## config.mk

```make
export PLATFORM = sky130hd
export DESIGN_NAME = aes_round_ctrl
export DESIGN_NICKNAME = d
export VERILOG_FILES = /design/src/rtl/aes_round_ctrl.sv
export SDC_FILE = /design/constraint.sdc
export NUM_CORES = 1
export LEC_CHECK = 0
export ABC_AREA = 1
export BUFFER_PORTS_ARGS = -buffer_cell sky130_fd_sc_hd__buf_2
export CORE_AREA = 4 4 249 251
export DETAILED_ROUTE_END_ITERATION = 8
export DIE_AREA = 0 0 253 255
export GPL_ROUTABILITY_DRIVEN = 0
export RECOVER_POWER = 25
export SLEW_MARGIN = 20
export SYNTH_ARGS = -nofsm -noshare
export SYNTH_HDL_FRONTEND = slang
export SYNTH_SLANG_ARGS = --single-unit
```

## constraint.sdc

```tcl
create_clock -name clk -period 2.11 [get_ports clk]
set_input_delay 0.1055 -clock clk [delete_from_list [all_inputs] [get_ports clk]]
set_output_delay 0.1055 -clock clk [all_outputs]
set_load 0.01 [all_outputs]
```

## src/rtl/aes_round_ctrl.sv

```systemverilog
// aes_round_ctrl: iterative AES encryption sequencer.
// Owns the 128-bit state register and the round counter. It drives one external
// combinational round datapath per cycle and selects the round key index. Blocks
// enter and leave through valid/ready handshakes.
// Optional build macro: AES_ROUND_CTRL_STALL_EN adds an rk_valid input. While
// rk_valid is low, acceptance and round advance are held off.
module aes_round_ctrl #(
    parameter int NR    = 10,   // rounds, 2..14
    parameter int CNT_W = 4     // 2**CNT_W must exceed NR
) (
    input  logic             clk,
    input  logic             rst_n,
`ifdef AES_ROUND_CTRL_STALL_EN
    input  logic             rk_valid,
`endif
    input  logic             in_valid,
    output logic             in_ready,
    input  logic [127:0]     in_block,
    input  logic             abort,
    output logic [CNT_W-1:0] rk_idx,
    input  logic [127:0]     rk_data,
    output logic [127:0]     dp_state,
    output logic             dp_last,
    input  logic [127:0]     dp_result,
    output logic             out_valid,
    input  logic             out_ready,
    output logic [127:0]     out_block,
    output logic             busy
);

    typedef enum logic [1:0] {IDLE, RUN, DONE} fsm_t;

    localparam logic [CNT_W-1:0] LAST = CNT_W'(NR);
    localparam logic [CNT_W-1:0] ONE  = CNT_W'(1);

    fsm_t             fsm;
    logic [CNT_W-1:0] round;
    logic [127:0]     state;
    logic             rk_ok;

`ifdef AES_ROUND_CTRL_STALL_EN
    assign rk_ok = rk_valid;
`else
    assign rk_ok = 1'b1;
`endif

    // round is held at 0 outside RUN, so it doubles as the key index everywhere
    assign rk_idx    = round;
    assign dp_state  = state;
    assign out_block = state;

    // Sequencer: abort beats everything except reset; outputs are registered alongside the FSM
    always_ff @(posedge clk or negedge rst_n) begin
        if (!rst_n) begin
            fsm       <= IDLE;
            round     <= '0;
            state     <= '0;
            in_ready  <= 1'b1;
            busy      <= 1'b0;
            out_valid <= 1'b0;
            dp_last   <= 1'b0;
        end else if (abort) begin
            // state register deliberately left as is
            fsm       <= IDLE;
            round     <= '0;
            in_ready  <= 1'b1;
            busy      <= 1'b0;
            out_valid <= 1'b0;
            dp_last   <= 1'b0;
        end else begin
            case (fsm)
                IDLE: begin
                    if (in_valid && rk_ok) begin
                        // initial AddRoundKey with round key 0
                        state    <= in_block ^ rk_data;
                        round    <= ONE;
                        fsm      <= RUN;
                        in_ready <= 1'b0;
                        busy     <= 1'b1;
                        dp_last  <= (ONE == LAST);
                    end
                end
                RUN: begin
                    if (rk_ok) begin
                        state <= dp_result;
                        if (round == LAST) begin
                            fsm       <= DONE;
                            round     <= '0;
                            out_valid <= 1'b1;
                            dp_last   <= 1'b0;
                        end else begin
                            round   <= round + ONE;
                            dp_last <= ((round + ONE) == LAST);
                        end
                    end
                end
                DONE: begin
                    if (out_ready) begin
                        fsm       <= IDLE;
                        out_valid <= 1'b0;
                        busy      <= 1'b0;
                        in_ready  <= 1'b1;
                    end
                end
                default: begin
                    fsm       <= IDLE;
                    round     <= '0;
                    in_ready  <= 1'b1;
                    busy      <= 1'b0;
                    out_valid <= 1'b0;
                    dp_last   <= 1'b0;
                end
            endcase
        end
    end

endmodule

```

# Yosys cells after proc, flatten, opt, wreduce, memory -nomap -nowiden

Index checks and enable logic that the tools add are counted.

Flip-flop bits (word level): 138
Latch bits: 0
Memory bits (writable): 0
Bits in read-only memories: 0
Bits of input ports: 389
Output and inout bits: 264
Logic and storage cells: 53
Memories: 0

$add $sub $neg: 1
Multipliers: 0
Divide/modulo/power cells: 0
Order comparisons: 0
Eq/ne operators: 11
Shift-type cells: 0
Multiplexer cells: 25
Bitwise logic cells: 2
Reduce and logical (&&, ||, !) cells: 7

Operators with widths:

| cell                | count |
|---|---|
| $pmux 128 s2        | 1 |
| $mux 128            | 1 |
| $xor 128x128->128   | 1 |
| $mux 4              | 3 |
| $pmux 1 s3          | 4 |
| $pmux 4 s3          | 1 |
| $reduce_and 3->1    | 4 |
| $mux 1              | 10 |
| $ne 3x3->1 const B  | 3 |
| $eq 4x4->1 const B  | 2 |
| $mux 2              | 4 |
| $ne 2x2->1 const B  | 4 |
| $pmux 2 s3          | 1 |
| $add 4x1->4 const B | 1 |
| $eq 2x1->1 const B  | 1 |
| $eq 2x2->1 const B  | 1 |
| $logic_not 2->1     | 1 |
| $reduce_and 2->1    | 1 |
| $reduce_bool 2->1   | 1 |
| $not 1->1           | 1 |

# Logic depth before layout (Yosys ltp)

Depth after elaboration: 5
Depth in mapped cells: 8
Mapped depth without buffers: 7

# Worst setup path before layout

No wires, ideal clock.

Kind: register to register
From: reg fsm[0]
To: reg state[87], in the netlist dp_state[87]
Library setup time: 0.116 ns
Data arrival time: 1.180 ns
Required time: 1.994 ns
Path slack: 0.813 ns
Cell stages (with the launch flop): 9
Path buffers: 2
Clock period less this slack: 1.297 ns
Cell sequence: dfrtp_1 nor2_2 o21ai_2 nand2_2 buf_4 buf_2 nor2_1 nand2_1 nand2_1

Cells in the longest elaborated chain, start to end: 3
Elaborated cells between the ends (all ways): 6
Those cells by class: eq/ne: 2; mux: 1; reduce/logical: 3

RTL lines:

| element                                                          | line | text |
|---|---|---|
| start: declaration                                               | 36   | `fsm_t fsm;` |
| start signal: assignment                                         | 55   | `fsm <= IDLE;` |
| start signal: assignment                                         | 64   | `fsm <= IDLE;` |
| start signal: assignment                                         | 77   | `fsm <= RUN;` |
| $eq 2x1->1 or $logic_not 2->1 (tied branches)                    | 71   | `case (fsm)` |
| $reduce_bool 2->1 (no source line) or $ne 2x2->1 (tied branches) | --   |  |
| $reduce_and 3->1 (no source line)                                | --   |  |
| end signal: assignment                                           | 75   | `state <= in_block ^ rk_data;` |
| end signal: assignment                                           | 85   | `state <= dp_result;` |
| end: declaration                                                 | 38   | `logic [127:0] state;` |

Parallel ways exist; a longest one is shown, timed or not.
A chain may end at the register's enable or synchronous reset.

# Worst setup path after layout

From: reg fsm[1]
To: reg state[98], in the netlist dp_state[98]

Same word-level chain as after synthesis.

==> results.sh <==
export IMPL_root_buffer="clkbuf_16"
export IMPL_yosys_top_cells_area="dfrtp_1 38%, nand2_1 22%, xnor2_1 12%"
export IMPL_ys_warn_count=0
export IMPL_p_int_mw=7.92
export IMPL_ioPinCount=653
export IMPL_whs_path_depth=5
export IMPL_power_per_cell_area_nw_per_um2=792
export IMPL_cap_viol_max_count=1
export IMPL_tns_ns=0
export IMPL_grt_use_total_pct=13.0
export IMPL_reg2regPathDepth=8
export IMPL_syn_to_final_growth_pct=87.2
export IMPL_violations="capacitance limit, slew limit"
export IMPL_report_final_slew_viol_count=56
export IMPL_dr_first_iter_drc_count=645
export IMPL_cts_buffers=17
export IMPL_crit_type="flip-flop to flip-flop"
export IMPL_final_layout_size_suffix_gt1_share_pct=33.2
export IMPL_layout_commonest_cell="buf_2"
export IMPL_combPwrFrac_pct=46.1
export IMPL_required_ns=2.46
export IMPL_power_clock_fraction_pct=22.4
export IMPL_r2r_start="fsm[1]"
export IMPL_synth_top_area_cell="dfrtp_1"
export IMPL_yosys_cell_types_count=20
export IMPL_post_place_ws_ns=0.281
export IMPL_start_util_pct=15.0
export IMPL_min_path_type="input port to flip-flop"
export IMPL_fin_skew_ns=0.0117
export IMPL_layout_common_cells="651 x buf_2, 527 x nand2_1, 379 x dlygate4sd3_1, 259 x nor2_1, 136 x dfrtp_1"
export IMPL_wl_per_cell_um=15.5
export IMPL_vias=11419
export IMPL_pwr_share_seq_pct=31.5
export IMPL_end_kind="flip-flop"
export IMPL_antenna_found_initial=17
export IMPL_overflow=0
export IMPL_r2r_end="dp_state[98]"
export IMPL_io_buffers=652
export IMPL_cts_sinks=138
export IMPL_worst_slack_ns=0.125
export IMPL_cts_buffer_depth=2
export IMPL_die_h_um=255
export IMPL_stdcell_area_um2=16900
export IMPL_holdWs_ns=0.0641
export IMPL_grt_max_degree=89
export IMPL_outcome="complete, but fails checks"
export IMPL_crit_fanout=44
export IMPL_die_w_um=253
export IMPL_r2r_setup_slack_ns=0.13
export IMPL_cts_tree="yes"
export IMPL_finalCritPeriodShare_pct=94.1
export IMPL_switchingPower_mw=5.43
export IMPL_fill_cells=6277
export IMPL_syn_avg_cell_area_um2=7.10
export IMPL_synth_cell_area_um2=9000
export IMPL_swShare_pct=40.7
export IMPL_routed_wl_um=46300
export IMPL_clock_latency_ns=0.46
export IMPL_leakage_nw=9.02
export IMPL_clkTransAtPathRegs_ns=0.07
export IMPL_placed_area_um2=12400
export IMPL_drcViolationCount=0
export IMPL_die_area_um2=64500
export IMPL_max_slew_margin_pct=-9.82
export IMPL_ant_nets=0
export IMPL_startpoint_type="flip-flop"
export IMPL_drt_pass1_iter_count=8
export IMPL_min_from="rk_data[7]"
export IMPL_synth_top_area_share_pct=38.1
export IMPL_max_freq_ghz=0.504
export IMPL_core_area_um2=59900
export IMPL_fin_crit_ns=1.98
export IMPL_grt_pass1_wl_um=63600
export IMPL_tightestPinTransition_ns=1.65
export IMPL_rsz0062_at_grt="false"
export IMPL_final_core_util_pct=28.1
export IMPL_hold_path_end="dp_state[7]"
export IMPL_post_dp_hpwl_um=32100
export IMPL_grt_pass1_vias=11264
export IMPL_hold_viol=0
export IMPL_ys_seq_elements=138
export IMPL_cts_htree_levels=4
export IMPL_setup_viol=0
export IMPL_syn_num_nets=1661
export IMPL_viasPerCell=3.82
export IMPL_final_nets=2578
export IMPL_peakVddDrop_mv=0.545
export IMPL_core_rowCount=90
export IMPL_netlist_instances=1269
export IMPL_crit_arrival_ns=2.34
export IMPL_ys_seq_area_share_pct=38.4
==> repair_timing <==
action | 4_1_cts | 5_1_grt
hold endpoints to repair | 179 | 0
gates resized for setup | 0 | 5
setup endpoints to repair | 0 | 5
hold buffers | 379 | 0
setup buffers | 0 | 2
==> final cells by class <==
class                      instances  area (µm²)  area share [%]
timing repair buffer            1080        7510            44.6
multi-input combinational        940        4290            25.5
sequential                       138        3460            20.5
tap                              782         978            5.81
clock buffer                      19         443            2.63
clock inverter                    13         119           0.705
inverter                           9        33.8           0.200
antenna                            7        17.5           0.104
==> layer usage <==
layer | share of wire, % | vias to the layer above | global-route usage, %
met3 | 7.8 | 110 | 3.62
met5 | 0.043 | - | 0
li1 | - | 5522 | -
met2 | 49 | 605 | 22.6
met4 | 4.9 | 2 | 7.22
met1 | 38 | 5180 | 14.5
==> synthesized netlist by cell type, drive strengths merged <==
cell type    n
buf        183
a21boi       2
dfstp        1
dfrtp      137
nor2       261
xor2         1
nand3b       1
xnor2      128
ha           3
inv          9
nand2      529
clkbuf       1
nand4        1
nand3        6
o21ai        4
o22ai        2
==> critical path: stages, from the launching register on <==
cell and delay, ns:
dfrtp_2 0.45, inv_1 0.15, nand2_4 0.16, buf_16 0.22
nor2_1 0.13, nor2_1 0.07, nand2_1 0.07, nand2_1 0.04
dlygate4sd3_1 0.55
==> metrics by stage <==
step / cells / power (mW)
after detailed placement: 2565 / 9.48
after CTS: 2976 / 13.4
after global placement: 2565 / 9.46
after floorplan: 1269 / 7.68
final: 2988 / 13.4
after global routing: 2986 / 14.3
==> cell families after synthesis <==
group / after synthesis / share of synthesized area, %
buf+inv: 193 / 14.6
compound gates: 8 / 0.570
simple gates: 798 / 33.5
fa+ha+maj: 3 / 0.417
xor+xnor: 129 / 12.5
flops: 138 / 38.4
==> flip-flops by register name, summed over array words and instances, names as in the netlist <==
| signal | cells |
|---|---|
| fsm | 2 |
| out_valid | 1 |
| dp_state | 128 |
| in_ready | 1 |
| busy | 1 |
| rk_idx | 4 |
| dp_last | 1 |
==> power groups by stage <==
stage / clock network (mW) / logic [mW] / registers, mW
floorplan: 0 / 3.26 / 4.42
global placement: 0 / 5.23 / 4.22
detailed placement: 0 / 5.27 / 4.21
CTS: 3.16 / 6.01 / 4.20
global route: 3.26 / 6.76 / 4.31
finish: 2.99 / 6.15 / 4.21
==> worst max path at each step <==
stage / endpoint / cells after the start / from
after floorplan: dp_state[87] / 8 / fsm[0]
after global placement: dp_state[81] / 7 / fsm[0]
after detailed placement: dp_state[86] / 7 / fsm[0]
after CTS: dp_state[98] / 7 / fsm[0]
after global routing: dp_state[98] / 8 / fsm[1]
final: dp_state[98] / 8 / fsm[1]
Note: power is estimated with default switching activity, not from simulation.
